==> config.mk <==
export PLATFORM = sky130hd
export DESIGN_NAME = exe_operand_fetch
export DESIGN_NICKNAME = d
export VERILOG_FILES = /design/src/rtl/exe_operand_fetch_pkg.sv /design/src/rtl/exe_operand_fetch_regfile.sv /design/src/rtl/exe_operand_fetch.sv
export SDC_FILE = /design/constraint.sdc
export NUM_CORES = 2
export LEC_CHECK = 0
export CORE_ASPECT_RATIO = 1.1
export CORE_MARGIN = 8
export CORE_UTILIZATION = 25
export CTS_BUF_LIST = sky130_fd_sc_hd__clkbuf_4
export CTS_CLUSTER_DIAMETER = 50
export DETAILED_ROUTE_END_ITERATION = 7
export DONT_BUFFER_PORTS = 1
export GPL_TIMING_DRIVEN = 0
export MAX_ROUTING_LAYER = met4
export SETUP_SLACK_MARGIN = 0.4
export SYNTH_ARGS = -nofsm -noshare
export SYNTH_HDL_FRONTEND = slang
export SYNTH_HIERARCHICAL = 1
export SYNTH_SLANG_ARGS = --single-unit
==> constraint.sdc <==
create_clock -name clk -period 7.03 [get_ports clk]
set_input_delay 1.406 -clock clk [delete_from_list [all_inputs] [get_ports clk]]
set_output_delay 1.406 -clock clk [all_outputs]
set_load 0.02 [all_outputs]
==> src/rtl/exe_operand_fetch_pkg.sv <==
// Shared widths, buffer-state encoding and the captured-entry record for exe_operand_fetch.
package exe_operand_fetch_pkg;

  localparam int XLEN        = 32;
  localparam int REG_NUM     = 32;
  localparam int REG_IDX_W   = 5;
  localparam int InstIDDepth = 6;

  typedef enum logic [1:0] {
    EMPTY = 2'd0,
    BUSY  = 2'd1,
    FULL  = 2'd2
  } buf_state_e;

  typedef struct packed {
    logic [XLEN-1:0]      pc;
    logic [6:0]           opcode;
    logic [REG_IDX_W-1:0] rs1;
    logic [REG_IDX_W-1:0] rs2;
    logic [REG_IDX_W-1:0] rd;
    logic                 rd_vld;
    logic [XLEN-1:0]      imm;
    logic [11:0]          csr;
    logic                 csr_vld;
    logic [XLEN-1:0]      rs1_data;
    logic [XLEN-1:0]      rs2_data;
  } entry_t;

  // A held entry tracks register writes that land after it captured its operands.
  function automatic entry_t snoop_entry(entry_t e, logic wb_en,
                                         logic [REG_IDX_W-1:0] wb_rd,
                                         logic [XLEN-1:0] wb_data);
    entry_t r;
    r = e;
    if (wb_en && (wb_rd != '0)) begin
      if (wb_rd == e.rs1) r.rs1_data = wb_data;
      if (wb_rd == e.rs2) r.rs2_data = wb_data;
    end
    return r;
  endfunction

endpackage

==> src/rtl/exe_operand_fetch_regfile.sv <==
// 32x32 register file: two combinational read ports (x0 reads 0), one synchronous write port,
// synchronous active-low clear.
module exe_regfile
  import exe_operand_fetch_pkg::*;
(
  input  logic                 clk,
  input  logic                 rst_n,
  input  logic [REG_IDX_W-1:0] ra1,
  input  logic [REG_IDX_W-1:0] ra2,
  output logic [XLEN-1:0]      rd1,
  output logic [XLEN-1:0]      rd2,
  input  logic                 we,
  input  logic [REG_IDX_W-1:0] wa,
  input  logic [XLEN-1:0]      wd
);

  logic [XLEN-1:0] mem_q [REG_NUM];
  logic            wr_d;

  always_comb begin
    wr_d = we && (wa != '0);
  end

  always_ff @(posedge clk) begin
    if (!rst_n) begin
      for (int i = 0; i < REG_NUM; i++) mem_q[i] <= '0;
    end else if (wr_d) begin
      mem_q[wa] <= wd;
    end
  end

  assign rd1 = (ra1 == '0) ? '0 : mem_q[ra1];
  assign rd2 = (ra2 == '0) ? '0 : mem_q[ra2];

endmodule

==> src/rtl/exe_operand_fetch.sv <==
// Execute-side operand fetch: valid/ready intake, register-file read, main+skid issue buffer
// with writeback snoop. Optional same-cycle writeback bypass at accept: `WB_BYPASS_EN.
module exe_operand_fetch
  import exe_operand_fetch_pkg::*;
#(
  parameter int INST_ID_W = InstIDDepth
) (
  input  logic                 clk,
  input  logic                 rst_n,
  input  logic                 in_vld,
  output logic                 in_rdy,
  input  logic [XLEN-1:0]      in_pc,
  input  logic [6:0]           in_opcode,
  input  logic [REG_IDX_W-1:0] in_rs1,
  input  logic [REG_IDX_W-1:0] in_rs2,
  input  logic [REG_IDX_W-1:0] in_rd,
  input  logic                 in_rd_vld,
  input  logic [XLEN-1:0]      in_imm,
  input  logic [INST_ID_W-1:0] in_instID,
  input  logic [11:0]          in_csr,
  input  logic                 in_csr_vld,
  input  logic                 wb_en,
  input  logic [REG_IDX_W-1:0] wb_rd,
  input  logic [XLEN-1:0]      wb_data,
  input  logic                 flush,
  output logic                 out_vld,
  input  logic                 out_rdy,
  output logic [XLEN-1:0]      out_pc,
  output logic [6:0]           out_opcode,
  output logic [REG_IDX_W-1:0] out_rd,
  output logic                 out_rd_vld,
  output logic [XLEN-1:0]      out_imm,
  output logic [INST_ID_W-1:0] out_instID,
  output logic [11:0]          out_csr,
  output logic                 out_csr_vld,
  output logic [XLEN-1:0]      out_rs1_data,
  output logic [XLEN-1:0]      out_rs2_data,
  output buf_state_e           dbg_state
);

  // Handshake: a transfer happens on a cycle where valid and ready are both high at the
  // rising edge; valid never depends on ready, and ready here is a pure function of state.
  buf_state_e           state_q, state_d;
  entry_t               main_q, main_d, skid_q, skid_d;
  logic [INST_ID_W-1:0] main_id_q, main_id_d, skid_id_q, skid_id_d;
  entry_t               new_e, main_snp, skid_snp;
  logic [XLEN-1:0]      rf_rs1, rf_rs2;
  logic                 accept, handoff;

  exe_regfile u_regfile (
    .clk   (clk),
    .rst_n (rst_n),
    .ra1   (in_rs1),
    .ra2   (in_rs2),
    .rd1   (rf_rs1),
    .rd2   (rf_rs2),
    .we    (wb_en),
    .wa    (wb_rd),
    .wd    (wb_data)
  );

  assign in_rdy  = (state_q != FULL);
  assign out_vld = (state_q != EMPTY);
  assign accept  = in_vld && in_rdy && !flush;
  assign handoff = out_vld && out_rdy;

  always_comb begin
    new_e          = '0;
    new_e.pc       = in_pc;
    new_e.opcode   = in_opcode;
    new_e.rs1      = in_rs1;
    new_e.rs2      = in_rs2;
    new_e.rd       = in_rd;
    new_e.rd_vld   = in_rd_vld;
    new_e.imm      = in_imm;
    new_e.csr      = in_csr;
    new_e.csr_vld  = in_csr_vld;
`ifdef WB_BYPASS_EN
    new_e.rs1_data = (wb_en && (wb_rd != '0) && (wb_rd == in_rs1)) ? wb_data : rf_rs1;
    new_e.rs2_data = (wb_en && (wb_rd != '0) && (wb_rd == in_rs2)) ? wb_data : rf_rs2;
`else
    new_e.rs1_data = rf_rs1;
    new_e.rs2_data = rf_rs2;
`endif
  end

  always_comb begin
    main_snp  = snoop_entry(main_q, wb_en, wb_rd, wb_data);
    skid_snp  = snoop_entry(skid_q, wb_en, wb_rd, wb_data);
    state_d   = state_q;
    main_d    = main_snp;
    skid_d    = skid_snp;
    main_id_d = main_id_q;
    skid_id_d = skid_id_q;
    case (state_q)
      EMPTY: begin
        if (accept) begin
          main_d    = new_e;
          main_id_d = in_instID;
          state_d   = BUSY;
        end
      end
      BUSY: begin
        if (accept && handoff) begin
          main_d    = new_e;
          main_id_d = in_instID;
        end else if (accept) begin
          skid_d    = new_e;
          skid_id_d = in_instID;
          state_d   = FULL;
        end else if (handoff) begin
          state_d = EMPTY;
        end
      end
      FULL: begin
        // The skid entry is promoted with this cycle's snoop already applied.
        if (handoff) begin
          main_d    = skid_snp;
          main_id_d = skid_id_q;
          state_d   = BUSY;
        end
      end
      default: state_d = EMPTY;
    endcase
    if (flush) state_d = EMPTY;
  end

  always_ff @(posedge clk) begin
    if (!rst_n) begin
      state_q   <= EMPTY;
      main_q    <= '0;
      skid_q    <= '0;
      main_id_q <= '0;
      skid_id_q <= '0;
    end else begin
      state_q   <= state_d;
      main_q    <= main_d;
      skid_q    <= skid_d;
      main_id_q <= main_id_d;
      skid_id_q <= skid_id_d;
    end
  end

  assign out_pc       = main_q.pc;
  assign out_opcode   = main_q.opcode;
  assign out_rd       = main_q.rd;
  assign out_rd_vld   = main_q.rd_vld;
  assign out_imm      = main_q.imm;
  assign out_instID   = main_id_q;
  assign out_csr      = main_q.csr;
  assign out_csr_vld  = main_q.csr_vld;
  assign out_rs1_data = main_q.rs1_data;
  assign out_rs2_data = main_q.rs2_data;
  assign dbg_state    = state_q;

endmodule

### Yosys cells after proc, flatten, opt, wreduce, memory -nomap -nowiden

Memory sizes are Yosys's and may differ from the RTL's.
Index checks and enable logic that the tools add are counted.

| cells by class | value |
|---|---|
| bitwise operators | 2 |
| muxes and demuxes | 32 |
| reduce and logical (&&, ||, !) cells | 17 |
| equal/unequal tests | 12 |

Operators by type and width:

| operator | count |
|---|---|
| $mux W164 | 3 |
| $pmux W164 S3 | 1 |
| $mux W64 | 5 |
| $mux W32 | 7 |
| $reduce_or A32 Y1 | 1 |
| $eq A5 B5 Y1 | 4 |
| $mux W6 | 3 |
| $pmux W6 S3 | 1 |
| $logic_not A5 Y1 | 2 |
| $mux W2 | 5 |
| $ne A2 B2 Y1 const B | 5 |
| $reduce_and A4 Y1 | 2 |
| $pmux W2 S3 | 1 |
| $logic_and A1 B1 Y1 | 5 |
| $mux W1 | 5 |
| $mux W5 | 1 |
| $reduce_bool A5 Y1 | 1 |
| $ne A3 B3 Y1 const B | 1 |
| $reduce_and A3 Y1 | 1 |
| $reduce_bool A3 Y1 | 1 |
| $eq A2 B1 Y1 const B | 1 |
| $eq A2 B2 Y1 const B | 1 |
| $logic_not A2 Y1 | 1 |
| $not A1 Y1 | 2 |
| other kinds (3) | 3 |

| word-level totals | value |
|---|---|
| register bits after elaboration | 342 |
| word-level logic and storage cells | 89 |
| output and inout bits | 164 |
| memories kept | 1 |
| input bits | 149 |
| RAM bits | 1024 |

Memories:

| name | words | width | rd ports | clocked after memory_dff | wr ports | RTL line | RTL |
|---|---|---|---|---|---|---|---|
| u_regfile.mem_q | 32 | 32 | 2 | 0 | 32 | exe_operand_fetch_regfile.sv:17 | `logic [XLEN-1:0] mem_q [REG_NUM];` |

### Depth between registers and ports, before layout

| logic depth | value |
|---|---|
| word-level depth | 7 |
| gate-level depth with buffers | 14 |
| gate-level depth less buffers | 9 |

### Hierarchy

Netlist, hierarchy kept.

Modules (own cells, without submodules):

| module | times used | cells an instance | area each (µm²) | sequential area each (µm²) |
|---|---|---|---|---|
| exe_regfile | 1 | 3507 | 54232.0 | 30749.5 |
| exe_operand_fetch | 1 | 1967 | 16281.9 | 6846.6 |

### Least setup slack after synthesis

Ideal clock, no wire load.

| path | value |
|---|---|
| path type | input -> register |
| start | input port rst_n |
| end | memory u_regfile.mem_q[24][0], enable pin |
| library setup time | 0.466 ns |
| data required time | 6.564 ns |
| arrival | 4.476 ns |
| slack | 2.088 ns |
| path buffers | 2 |
| cell stages on the path | 5 |
| cell sequence | buf_2 > nand2_1 > or3_1 > clkbuf_1 > o21ai_0 |

RTL lines:

| what | RTL line | RTL |
|---|---|---|
| start: declaration | exe_operand_fetch.sv:9 | `input logic rst_n,` |
| end: declaration | exe_operand_fetch_regfile.sv:17 |  |

### Worst setup path after layout

| path | value |
|---|---|
| start | input port in_rs2[1] |
| end | register main_q, in the netlist out_rs2_data[14] |

| between the ends | value |
|---|---|
| cells in the longest elaborated chain, start to end | 4 |

RTL lines:

| what | RTL line | RTL |
|---|---|---|
| start: declaration | exe_operand_fetch.sv:15 | `input logic [REG_IDX_W-1:0] in_rs2,` |
| $mem_v2 Z32 W32 or $logic_not A5 Y1 (tied branches) | n/a |  |
| $mux W32 (*) | exe_operand_fetch_regfile.sv:33 | `assign rd2 = (ra2 == '0) ? '0 : mem_q[ra2];` |
| via rf_rs2[14] | exe_operand_fetch.sv:47 | `logic [XLEN-1:0] rf_rs1, rf_rs2;` |
| $mux W164, on equally long branches | exe_operand_fetch.sv:104, exe_operand_fetch.sv:97 |  |
| $pmux W164 S3 (*) | exe_operand_fetch.sv:95 | `case (state_q)` |
| end signal: assignment | exe_operand_fetch.sv:137 | `main_q <= main_d;` |
| end: declaration | exe_operand_fetch.sv:44 | `entry_t main_q, main_d, skid_q, skid_d;` |

The timed path passes the listed nets; every way through them passes the cells marked *. The select of a mux whose other input is x is not followed.
A chain may end at the register's enable or synchronous reset.

==> metrics.log <==
[metrics] share of cell area taken by muxes after synthesis: 0.196
[metrics] number of cells traversed by the worst register-to-register path: 8
[metrics] sw power: 5.33 mW
[metrics] Die Area: 299000 um2
[metrics] fraction of power consumed by sequential logic: 0.490
[metrics] clock period minus final worst setup slack: 4.93 ns
[metrics] fraction of final layout cells sized beyond drive strength 1: 0.239
[metrics] Setup WS post-layout: 2.10 ns
[metrics] Area growth syn-to-layout: 15.7%
[metrics] kind of start point of the critical path: primary input
[metrics] worst-margin pin slew: 1.59 ns
[metrics] Power per Cell Area: 233 nW/um2
[metrics] post-synthesis share of cell area spent on and, or, nand and nor gates: 0.131
[metrics] Worst slew margin: -0.0691
[metrics] Worst Path Required: 8.36 ns
[metrics] result of the run: finished with violations
[metrics] post-DR vias/cell: 5.44
[metrics] number of global-route vias before repair: 53100
[metrics] buffers and inverters on the worst path: 4
[metrics] Initial DRC Count: between 8000 and 9000
[metrics] IO Port Bufs: 0
[metrics] part of the total power dissipated in the clock network: 0.374
[metrics] Worst Hold Slack: 0.103 ns
[metrics] Core Box Area: about 280000 um2
[metrics] unique cell type count in the Yosys netlist: 67
[metrics] WHS Path Cells: 1
[metrics] Synth Register Bits: 1366
[metrics] Static Leakage: 27.4 nW
[metrics] top-area cell type share of the netlist area: 0.436
[metrics] DIE HEIGHT: approximately 570 um
[metrics] final max-slew violation count: slightly below 60
[metrics] first-pass GRT wire length: 422000 um
[metrics] antenna violations before repair: 35
[metrics] register-to-register setup slack: roughly 3.4 ns
[metrics] number of cells after detailed placement: between 9000 and 10000
[metrics] origin of the critical flop-to-flop path: dbg_state[0]
[metrics] number of H-tree branching levels: 5
[metrics] highest cell delay on the worst timing path: 1.13 ns
[metrics] number of endpoints with negative hold slack in the final report: 0
[metrics] Warnings, synthesis: 6
[metrics] Adder-Cell Fraction of Synth Area: 0
[metrics] endpoints failing setup: 0
[metrics] Peak VDD IR: 0.202 mV
[metrics] final weighted congestion in routability-driven placement: 1.08
[metrics] net switching fraction of the power: 0.280
[metrics] share of power burned in combinational logic: 0.136
[metrics] number of filler cells placed in the layout: 28700
[metrics] Mean Syn Cell Area: 12.9 um2
[metrics] fraction of the cycle the final worst path needs: 0.701
[metrics] DR DRC count: 0
[metrics] post-DP HPWL: 226000 um
[metrics] CTS tree: done
[metrics] crit path capture type: flop
[metrics] most prevalent standard cell on the critical path: sky130_fd_sc_hd__buf_2
[metrics] fraction of registers with async set/reset: 0
[metrics] clock skew: 0.135 ns
[metrics] number of nets with antenna violations after routing: 0
[metrics] routed length per placed instance: 31.6 um
[metrics] internal power component: 13.7 mW
[metrics] post-detailed-routing wire length: between 300000 and 400000 um
[metrics] Max-cap violations: 10
[metrics] clock root buffer: sky130_fd_sc_hd__clkbuf_4
[metrics] end of the worst hold path: dbg_state[1]
[metrics] top cell family by delay on the critical path: buffers and inverters
[metrics] Site Rows: 204
[metrics] register clock-pin slew on the reported worst setup and hold paths: 0.06 ns
[metrics] classification of the worst setup path: in -> reg
[metrics] biggest fanout along the worst timing path: 10
[metrics] non-filler instance count after layout: ~10000
[metrics] most frequently used flop master after synthesis: sky130_fd_sc_hd__edfxtp_1
[metrics] starting density of the core: 0.251
[metrics] remaining global-route overflow: 0
[metrics] ranking of synthesized cells by area: sky130_fd_sc_hd__edfxtp_1 (44%), sky130_fd_sc_hd__mux4_2 (15%), sky130_fd_sc_hd__dfxtp_1 (9.7%)
[metrics] post-synth design cell area: 70500 um2
[metrics] sequential element share of the synthesized area: 0.533
[metrics] Synth area leader: sky130_fd_sc_hd__edfxtp_1
[metrics] Final Net Count: 6088
[metrics] horizontal extent of the die: 522 um
[metrics] unrepaired setup endpoints after global routing: false
[metrics] data arrival time of the critical path: between 6 and 7 ns
[metrics] post-cts sizing count: 0
[metrics] TritonCTS sink count: 1366
[metrics] violations in the final reports: capacitance limit, slew limit
[metrics] cells traversed along the worst timing path: buf_2 > and2_1 > buf_1 > clkbuf_1 > a22o_1 > a2111oi_1 > buf_2 > nor3_1 > nor2_1 > a2111oi_0 > a31o_2
[metrics] fmax: around 200 MHz
[metrics] fraction of the mapped netlist area in compound gates: 0.0856
[metrics] class of the tightest hold or removal check: in -> reg
[metrics] Num CTS Buffers: 377
[metrics] number of synthesized flops with an enable pin: 1024
[metrics] clock latency on the worst-skew pair: 1.43 ns
[metrics] Initial DRT Pass Iterations: 6
[metrics] number of standard cells after synthesis: 5474
[metrics] worst min-delay path startpoint: flush
[metrics] Global Route Usage Sum: 0.206
[metrics] Max Buffers Root-to-Sink: 4
[metrics] Vias: 54300
[metrics] dominant combinational cell family by area after synthesis: multiplexers
[metrics] r2r endpoint: out_rs1_data[3]
[metrics] I/O pin cnt: 313
[metrics] cell with the biggest individual delay on the critical path: sky130_fd_sc_hd__buf_1
[metrics] final core utilization: 0.291
[metrics] post-placement worst setup slack: around 0.95 ns
[metrics] pin count of the biggest net entering global routing: 22
[metrics] share of the synthesized netlist area taken by xor and xnor gates: 0.00248
## state kept, by name (all words and copies together), names as in the netlist
register / flops
dbg_state: 2
main_q: 10
out_csr: 12
out_csr_vld: 1
out_imm: 32
out_instID: 6
out_opcode: 7
out_pc: 32
out_rd: 5
out_rd_vld: 1
out_rs1_data: 32
out_rs2_data: 32
skid_id_q: 6
skid_q: 164
u_regfile/mem_q: 1024
## worst register-to-register path, stage by stage, from the launching register on
cell,delay (ns)
sky130_fd_sc_hd__dfxtp_1,0.63
sky130_fd_sc_hd__clkbuf_1,0.37
sky130_fd_sc_hd__nor2b_1,0.11
sky130_fd_sc_hd__clkbuf_1,0.28
sky130_fd_sc_hd__nand2_1,0.19
sky130_fd_sc_hd__clkbuf_1,0.52
sky130_fd_sc_hd__clkbuf_1,0.58
sky130_fd_sc_hd__clkbuf_1,0.48
sky130_fd_sc_hd__o22ai_1,0.18
## kinds of logic after synthesis
kind of cell	after synthesis
buf+inv	712
other cells	1
flops	1366
xor+xnor	20
simple gates	1684
compound gates	906
mux	785
## metrics by stage
| step | cell area (um2) | setup TNS, ns | power (mW) |
|---|---|---|---|
| 5_1_grt | 81500 | 0 | 19.6 |
| 6_report | 81600 | 0 | 19.0 |
| 3_3_place_gp | 75300 | -1543.22 | 11.9 |
| 3_5_place_dp | 76800 | 0 | 12.0 |
| 4_1_cts | 81300 | 0 | 19.0 |
| 2_1_floorplan | 70600 | 0 | 10.8 |
## area by class of cell
class / instances / area [um2] / area share
sequential: 1366 / 37600 / 0.461
tap: 3708 / 4640 / 0.0569
antenna: 95 / 238 / 0.00291
timing repair buffer: 55 / 1180 / 0.0144
buffer: 706 / 3670 / 0.0449
inverter: 6 / 22.5 / 0.000276
multi-input combinational: 3427 / 29800 / 0.365
clock inverter: 68 / 397 / 0.00486
clock buffer: 543 / 4080 / 0.0500
## cells in the final DEF, fill, tap and decap left out, types with 202 or more instances in the layout
master,n
sky130_fd_sc_hd__edfxtp_1,1024
sky130_fd_sc_hd__and2_1,998
sky130_fd_sc_hd__clkbuf_4,544
sky130_fd_sc_hd__mux4_2,472
sky130_fd_sc_hd__clkbuf_1,404
sky130_fd_sc_hd__nand2_1,374
sky130_fd_sc_hd__dfxtp_1,342
sky130_fd_sc_hd__a21oi_1,282
sky130_fd_sc_hd__mux2i_1,278
sky130_fd_sc_hd__buf_4,202
## power by group through the flow
stage	registers, mW	clock network, mW	logic [mW]
final	9.31	7.12	2.59
after global routing	9.34	7.61	2.61
after detailed placement	9.47	0	2.48
after CTS	9.30	7.20	2.49
after floorplan	9.38	0	1.47
after global placement	9.51	0	2.35
## synthesized netlist by cell type (all sizes together) (4+ instances only)
library cell,count
edfxtp,1024
and2,998
mux4,472
clkbuf,409
nand2,374
dfxtp,342
buf,297
a21oi,282
mux2i,278
nor2,136
o22ai,131
a22oi,118
o21ai,81
a211oi,73
nor3,70
a2111oi,64
a22o,63
mux2,35
nand3,24
o21a,18
nor2b,17
xnor2,16
a221oi,15
or2,12
nand2b,11
a2bb2oi,10
a311oi,9
nor4,9
a31o,8
a32o,7
o22a,7
or3,7
and3,6
inv,6
nand3b,5
o221ai,5
or4,4
xor2,4
## layer usage
| metal | wire length [um] | global-route usage |
|---|---|---|
| met2 | 135000 | 0.301 |
| met5 | 0 | - |
| met4 | 30700 | 0.164 |
| met1 | 103000 | 0.222 |
| met3 | 46500 | 0.0821 |
## what timing repair did
item	4_1_cts	5_1_grt
setup buffers	0	0
endpoints found under the hold margin	1	0
hold buffers	1	0
## worst max-delay path by stage
stage / startpoint / to / slack, ns / cells after the start
final: in_rs2[1] / out_rs2_data[14] / 2.10 / 11
after global routing: dbg_state[0] / in_rdy / 2.02 / 4
after CTS: dbg_state[0] / in_rdy / 2.07 / 4
after detailed placement: in_rs2[1] / out_rs2_data[26] / 0.95 / 10
after global placement: rst_n / u_regfile/mem_q[25][8] / -2.33 / 4
after floorplan: rst_n / u_regfile/mem_q[24][0] / 2.09 / 5
Power figures use the tool's default switching activity.
